==> config.mk <==
export PLATFORM = sky130hd
export DESIGN_NAME = pc_fetch_unit
export DESIGN_NICKNAME = d
export VERILOG_FILES = /design/src/rtl/pc_fetch_unit_pkg.sv /design/src/rtl/pc_fetch_unit_br_pend.sv /design/src/rtl/pc_fetch_unit.sv
export SDC_FILE = /design/constraint.sdc
export NUM_CORES = 1
export LEC_CHECK = 0
export BUFFER_PORTS_ARGS = -buffer_cell sky130_fd_sc_hd__buf_4
export CORE_MARGIN = 1.5
export CORE_UTILIZATION = 50
export DETAILED_ROUTE_END_ITERATION = 8
export PLACE_DENSITY = 0.82
export SETUP_SLACK_MARGIN = 0.5
export SLEW_MARGIN = 15
export SYNTH_ARGS = -nofsm -noshare
export SYNTH_HDL_FRONTEND = slang
export SYNTH_SLANG_ARGS = --single-unit
==> constraint.sdc <==
create_clock -name clk -period 4.8 [get_ports clk]
set_input_delay 0.96 -clock clk [delete_from_list [all_inputs] [get_ports clk]]
set_output_delay 0.96 -clock clk [all_outputs]
set_load 0.03 [all_outputs]
==> src/rtl/pc_fetch_unit_pkg.sv <==
`default_nettype none
// ============================================================================
// Module : pc_fetch_unit_pkg
// Brief  : Shared constants for the IF stage: bus widths, boot PC, FSM codes.
// Rev    : 1.0
// ============================================================================
package pc_fetch_unit_pkg;

    localparam int          C_BR2IF_WD  = 65;
    localparam logic [63:0] C_RESET_PC  = 64'h0000_0000_8000_0000;
    localparam int          C_STALL_IF  = 0;

    localparam logic [1:0]  S_RST  = 2'd0;
    localparam logic [1:0]  S_BOOT = 2'd1;
    localparam logic [1:0]  S_RUN  = 2'd2;

endpackage
`default_nettype wire

==> src/rtl/pc_fetch_unit_br_pend.sv <==
`default_nettype none
// ============================================================================
// Module : if_br_pend
// Brief  : Holds a redirect that arrives while IF is stalled; youngest wins.
// Rev    : 1.0
// ============================================================================
module if_br_pend (
    input  logic        clk,
    input  logic        rst,
    input  logic        stall_if,
    input  logic        br_e,
    input  logic [63:0] br_addr,
    output logic        br_pend,
    output logic [63:0] br_pend_addr
);

    logic        r_pend;
    logic [63:0] r_pend_addr;

    always_ff @(posedge clk) begin
        if (rst) begin
            r_pend      <= 1'b0;
            r_pend_addr <= 64'd0;
        end else if (stall_if) begin
            if (br_e) begin
                r_pend      <= 1'b1;
                r_pend_addr <= br_addr;
            end
        end else begin
            // Consumed (or superseded by a same-cycle br_e) on the first unstalled cycle
            r_pend <= 1'b0;
        end
    end

    assign br_pend      = r_pend;
    assign br_pend_addr = r_pend_addr;

endmodule
`default_nettype wire

==> src/rtl/pc_fetch_unit.sv <==
`default_nettype none
// ============================================================================
// Module : pc_fetch_unit
// Brief  : IF stage: fetch PC, instruction SRAM read port, branch redirects.
// Rev    : 1.0
// ============================================================================
module pc_fetch_unit
    import pc_fetch_unit_pkg::*;
#(
    parameter logic [63:0] RESET_PC = C_RESET_PC,
    parameter int          BR2IF_WD = C_BR2IF_WD
) (
    input  logic                clk,
    input  logic                rst,
    input  logic [5:0]          stall,
    input  logic [BR2IF_WD-1:0] br_bus,
    output logic                pc_valid,
    output logic [63:0]         pc,
    output logic                inst_sram_en,
    output logic [7:0]          inst_sram_we,
    output logic [63:0]         inst_sram_addr,
    output logic [63:0]         inst_sram_wdata
);

    logic [1:0]  r_state;
    logic [63:0] r_pc;
    logic        r_pc_valid;

    logic        w_stall_if;
    logic        w_br_e;
    logic [63:0] w_br_addr;
    logic        w_br_pend;
    logic [63:0] w_br_pend_addr;
    logic [63:0] w_next_pc;
    logic        w_fetch;
    logic        w_unused_stall;

    assign w_stall_if     = stall[C_STALL_IF];
    assign w_br_e         = br_bus[BR2IF_WD-1];
    assign w_br_addr      = br_bus[63:0];
    assign w_unused_stall = ^stall[5:1];

    if_br_pend u_br_pend (
        .clk          (clk),
        .rst          (rst),
        .stall_if     (w_stall_if),
        .br_e         (w_br_e),
        .br_addr      (w_br_addr),
        .br_pend      (w_br_pend),
        .br_pend_addr (w_br_pend_addr)
    );

    always_comb begin
        w_next_pc = r_pc + 64'd4;
        if (w_br_e) begin
            w_next_pc = w_br_addr;
        end else if (w_br_pend) begin
            w_next_pc = w_br_pend_addr;
        end
    end

    // S_RST spends one idle cycle after release so S_BOOT can fetch RESET_PC itself
    assign w_fetch = !rst && (r_state != S_RST) && !w_stall_if;

    always_ff @(posedge clk) begin
        if (rst) begin
            r_state    <= S_RST;
            r_pc       <= RESET_PC - 64'd4;
            r_pc_valid <= 1'b0;
        end else begin
            case (r_state)
                S_RST: begin
                    r_state <= S_BOOT;
                end
                S_BOOT: begin
                    if (w_fetch) begin
                        r_state <= S_RUN;
                    end
                end
                default: begin
                    r_state <= S_RUN;
                end
            endcase
            if (w_fetch) begin
                r_pc       <= w_next_pc;
                r_pc_valid <= (r_state != S_RST);
            end
        end
    end

    assign pc              = r_pc;
    assign pc_valid        = r_pc_valid;
    assign inst_sram_en    = w_fetch;
    assign inst_sram_we    = 8'd0;
    assign inst_sram_addr  = w_next_pc;
    assign inst_sram_wdata = 64'd0;

endmodule
`default_nettype wire

# Word level (Yosys, flattened, before mapping)
# Cells that the tools add are included.
# word_totals
word_cells	21
in_bits	73
regBits	132
# classes
reduce_logical	8
mux	4
n_eq_ne	2
n_addsub	1
bitwise_logic	1
# op_table
cell	count
64-bit 2-to-1 mux	2
64-bit by 3-bit adder with 64-bit output, second input constant	1
2-bit one-hot mux with 2 select lines	1
2-bit by 1-bit == test with 1-bit output, second input constant	1
1-bit logical AND	2
1-bit logical NOT	2
2-bit logical NOT	1
2-bit 2-to-1 mux	1
2-bit inequality test, second input constant	1
2-bit AND reduction	1
2-bit nonzero test	1
2-bit OR reduction	1
1-bit inverter	1

# Depth between registers and ports, before layout
# depth
word_depth	5
ltp_mapped	8
mapped_depth_nobuf	7

# By module
# Synthesis repeated with hierarchy kept, for this count alone.
# unflattened
hier_cells	1122
hier_area_um2	8774.7
# by_module_without_submodules
module	n_inst	cells_per_inst	area_each_um2	seq_area_each_um2
pc_fetch_unit	1	828	5948.2	1341.3
if_br_pend	1	294	2826.5	1301.2

# Worst setup path after synthesis
# Ideal clock, no wire load.
# synth_timing
path_type	register to output
start	register r_pc[35] (netlist: pc[35])
end	output port inst_sram_addr[57]
arrival_time_ps	2722
setup_slack_ps	1118
path_stages_with_launch	9
n_path_buf	2
path_cell_list	dfxtp_1 buf_2 nand4_1 nor4_1 and4_1 clkbuf_1 nand4_1 xor2_1 o21ai_0
# synth_between
elab_chain_len	3
# synth_lines
item	line	text
start, declared	pc_fetch_unit.sv:26	logic [63:0] r_pc;
start signal, assigned	pc_fetch_unit.sv:68	r_pc <= RESET_PC - 64'd4;
start signal, assigned	pc_fetch_unit.sv:85	r_pc <= w_next_pc;
64-bit by 3-bit adder with 64-bit output	pc_fetch_unit.sv:54	w_next_pc = r_pc + 64'd4;
64-bit 2-to-1 mux	pc_fetch_unit.sv:57	end else if (w_br_pend) begin
64-bit 2-to-1 mux	pc_fetch_unit.sv:55	if (w_br_e) begin
end, declared	pc_fetch_unit.sv:21	output logic [63:0] inst_sram_addr,
# Every way passes these cells.

# Worst setup path in the final report
# layout_timing
start	register r_pc[2] (netlist: pc[2])
end	output port inst_sram_addr[60]
# The elaborated chain is that of the path after synthesis.

==> reports/qor.yml <==
finish:
  area_delta_synth_final_pct: 24.8
  fin_area_um2: 9880
  diodes: 0
  nets: 1304
  drive_above_1_share_pct: 21.0
  multi_input_area_um2: 4660
  n_fill_cell: 1372
  regArea_um2: 2640
power_and_ir_drop:
  p_int_mw: 2.40
  ir_drop_mv: 0.240
  seqPwrFrac_pct: 34.0
  p_sw_share_pct: 34.3
  pwr_density_cell_nw_per_um2: 370
  power.leakage_nw: 4.09
  p_comb_share_pct: 28.0
  power.switching_mw: 1.25
  clockPowerShare_pct: 38.0
yosys:
  synth_cells: 1072
  synth-seq-cells: 132
  synth_area_per_cell_um2: 7.38
  async_reset_ff_share_pct: 0
  yosysMostFrequentCell: "nand2_1"
  yosys-top-cells-area: "dfxtp_1 (33%), nand2_1 (9.3%), a21oi_1 (7.1%), buf_4 (7.0%), o21ai_0 (4.4%)"
  yosysTopAreaCell: "dfxtp_1"
  synthFlopType: "dfxtp_1"
  synth_cell_types: 56
  synth_edf_count: 0
  yosysSeqAreaShare_pct: 33.4
  yosysWarnings: 0
  synth_area_um2: 7920
  synth_top_area_share_pct: 33.4
  synthTopCellsByCount: "nand2_1 (197), dfxtp_1 (132), a21oi_1 (113), buf_4 (74), o21ai_0 (69)"
cts:
  cts_tree: "built"
  cts_setup_buffers: 0
  clock_path_buffers: 2
  clock_latency_ns: 0.42
  htree_num_levels: 4
  hold_buffers: 0
  cts.sinks: 132
  cts_root_buffer: "clkbuf_16"
  cts.clk_slew.worst_paths_ns: 0.06
  cts_made_buffers: 17
  cts_resized: 0
detailed_routing:
  routed-via-count: 8465
  postRouteAntennaNets: 0
  post_drt_wl_per_cell_um: 17.6
  routed_wl_mm: 25.5
  drc: 0
  vias_per_cell: 5.83
  drt_iter0_drc: 909
  dr.pass1.iters: 7
global_route:
  grt_overflow_total: 0
  grt.total_usage_pct: 30.2
  grt_max_degree: 68
  grt_pass1_wl_mm: 39.3
  antenna_found_initial: 0
  grt_pass1_vias: 7517
sta:
  hold_viol: 0
  fin_crit_sh_pct: 85.6
  grt_setup_unrepaired: "no"
  max_freq_mhz: 243
  setup_viol: 0
  tightest_slew_ns: 1.12
  clock_skew_ns: 0.00868
  tns_ns: 0
  slew_viol_final: 0
  holdWs_ns: 0.451
  fin_crit_ns: 4.11
  slew_headroom_pct: 25.1
worst_setup_path:
  cpMaxStageDelayCell: "dfxtp_1"
  required_ns: 3.84
  path_cells: "ha_1 > nand2_1 > nor4_4 > nand4_1 > nor4_1 > xnor2_1 > o21ai_0 > buf_4"
  max_stage_delay_ns: 0.46
  crit_arrival_ns: 3.15
  cp_max_fo: 8
  end_kind: "output port"
  start_kind: "flip-flop"
  crit_type: "reg -> out"
run_status:
  status: "finished, final reports clean"
place:
  post-dp-hpwl_mm: 16.9
  place_congestion: 0.861
  dpl-instance-area_um2: 9270
  place.port_buffers: 197
floorplanning:
  ioPinCount: 275
  core-area_um2: 15300
  die_width_um: 129
  die_area_um2: 16600
  rows: 45
  die_h_um: 129
  initial_core_util_pct: 51.7
hold_path:
  holdCritPathClass: "reg -> reg"
job:
  max_cap_viol_count: 0
## power groups by stage
| stage | Sequential (mW) | Clock [mW] | Combinational, mW |
|---|---|---|---|
| 5_1_grt | 1.25 | 1.44 | 1.09 |
| 4_1_cts | 1.24 | 1.39 | 1.02 |
| 6_report | 1.24 | 1.39 | 1.02 |
| 3_3_place_gp | 1.26 | 0 | 1.00 |
| 2_1_floorplan | 1.32 | 0 | 0.658 |
| 3_5_place_dp | 1.26 | 0 | 1.01 |
## cell type report
cell class,instances,share of cell area (%)
flip-flops and latches,132,26.8
repair buffers,214,16.4
inverters,21,0.798
clock buffers,21,4.66
well taps,211,2.67
multi-input cells,844,47.2
clock inverters,10,1.57
## critical path, delay by kind of cell, from the launching register on
kind / cells / cell delay [ns]
compound gates: 1 / 0.19
simple gates: 4 / 1.42
buf+inv: 1 / 0.20
xor+xnor: 1 / 0.14
flops: 1 / 0.46
fa+ha+maj: 1 / 0.31
## cells in the final DEF (no fill, tap or decap), drive strengths merged, types with 24 or more instances in the layout
cell / n
a21oi: 113
nand3: 42
nor2: 46
buf: 214
a22oi: 24
xor2: 26
o21ai: 70
xnor2: 30
nand2: 197
conb: 72
dfxtp: 132
nor3: 32
## per-stage QoR
| step | power [mW] | setup WS [ns] | instances | util [%] |
|---|---|---|---|---|
| 2_1_floorplan | 1.97 | 1.12 | 1143 | - |
| 3_3_place_gp | 2.26 | 0.899 | 1422 | 60.5 |
| 3_5_place_dp | 2.28 | 0.848 | 1422 | 60.5 |
| 4_1_cts | 3.64 | 0.727 | 1453 | 64.5 |
| 5_1_grt | 3.78 | 0.525 | 1453 | 64.5 |
| 6_report | 3.65 | 0.693 | 1453 | 64.5 |
## cell families (layout without fill, tap and decap cells)
kind of cell / Yosys count / in the layout / synth area share (%)
flops: 132 / 132 / 33.4
other cells: 1 / 72 / 0.0474
mux: 14 / 14 / 1.82
fa+ha+maj: 1 / 1 / 0.158
compound gates: 298 / 298 / 23.0
simple gates: 403 / 403 / 23.9
buf+inv: 167 / 266 / 11.5
xor+xnor: 56 / 56 / 6.20
## final timing paths
kind / startpoint / to / cells after the start / slack [ns]
setup / recovery: pc[2] / inst_sram_addr[60] / 8 / 0.69
hold / removal: u_br_pend.br_pend_addr[63] / u_br_pend.br_pend_addr[63] / 2 / 0.45
setup reg to reg: u_br_pend.br_pend / pc[54] / 6 / 1.75
hold reg to reg: u_br_pend.br_pend_addr[63] / u_br_pend.br_pend_addr[63] / 2 / 0.45
## registers in the layout, summed over array words and instances (netlist names)
register and flops:
pc 64, u_br_pend.br_pend_addr 64, r_state 2, pc_valid 1
u_br_pend.br_pend 1
## metal layers
metal	up-vias	part of all wire, %	global-route usage, %
met5	-	0	0
met4	0	2.9	13.3
met3	59	9.3	6.36
met2	494	46	48.7
met1	3971	42	39.1
li1	3941	-	-
No activity file was read; power rests on OpenSTA's default activity.
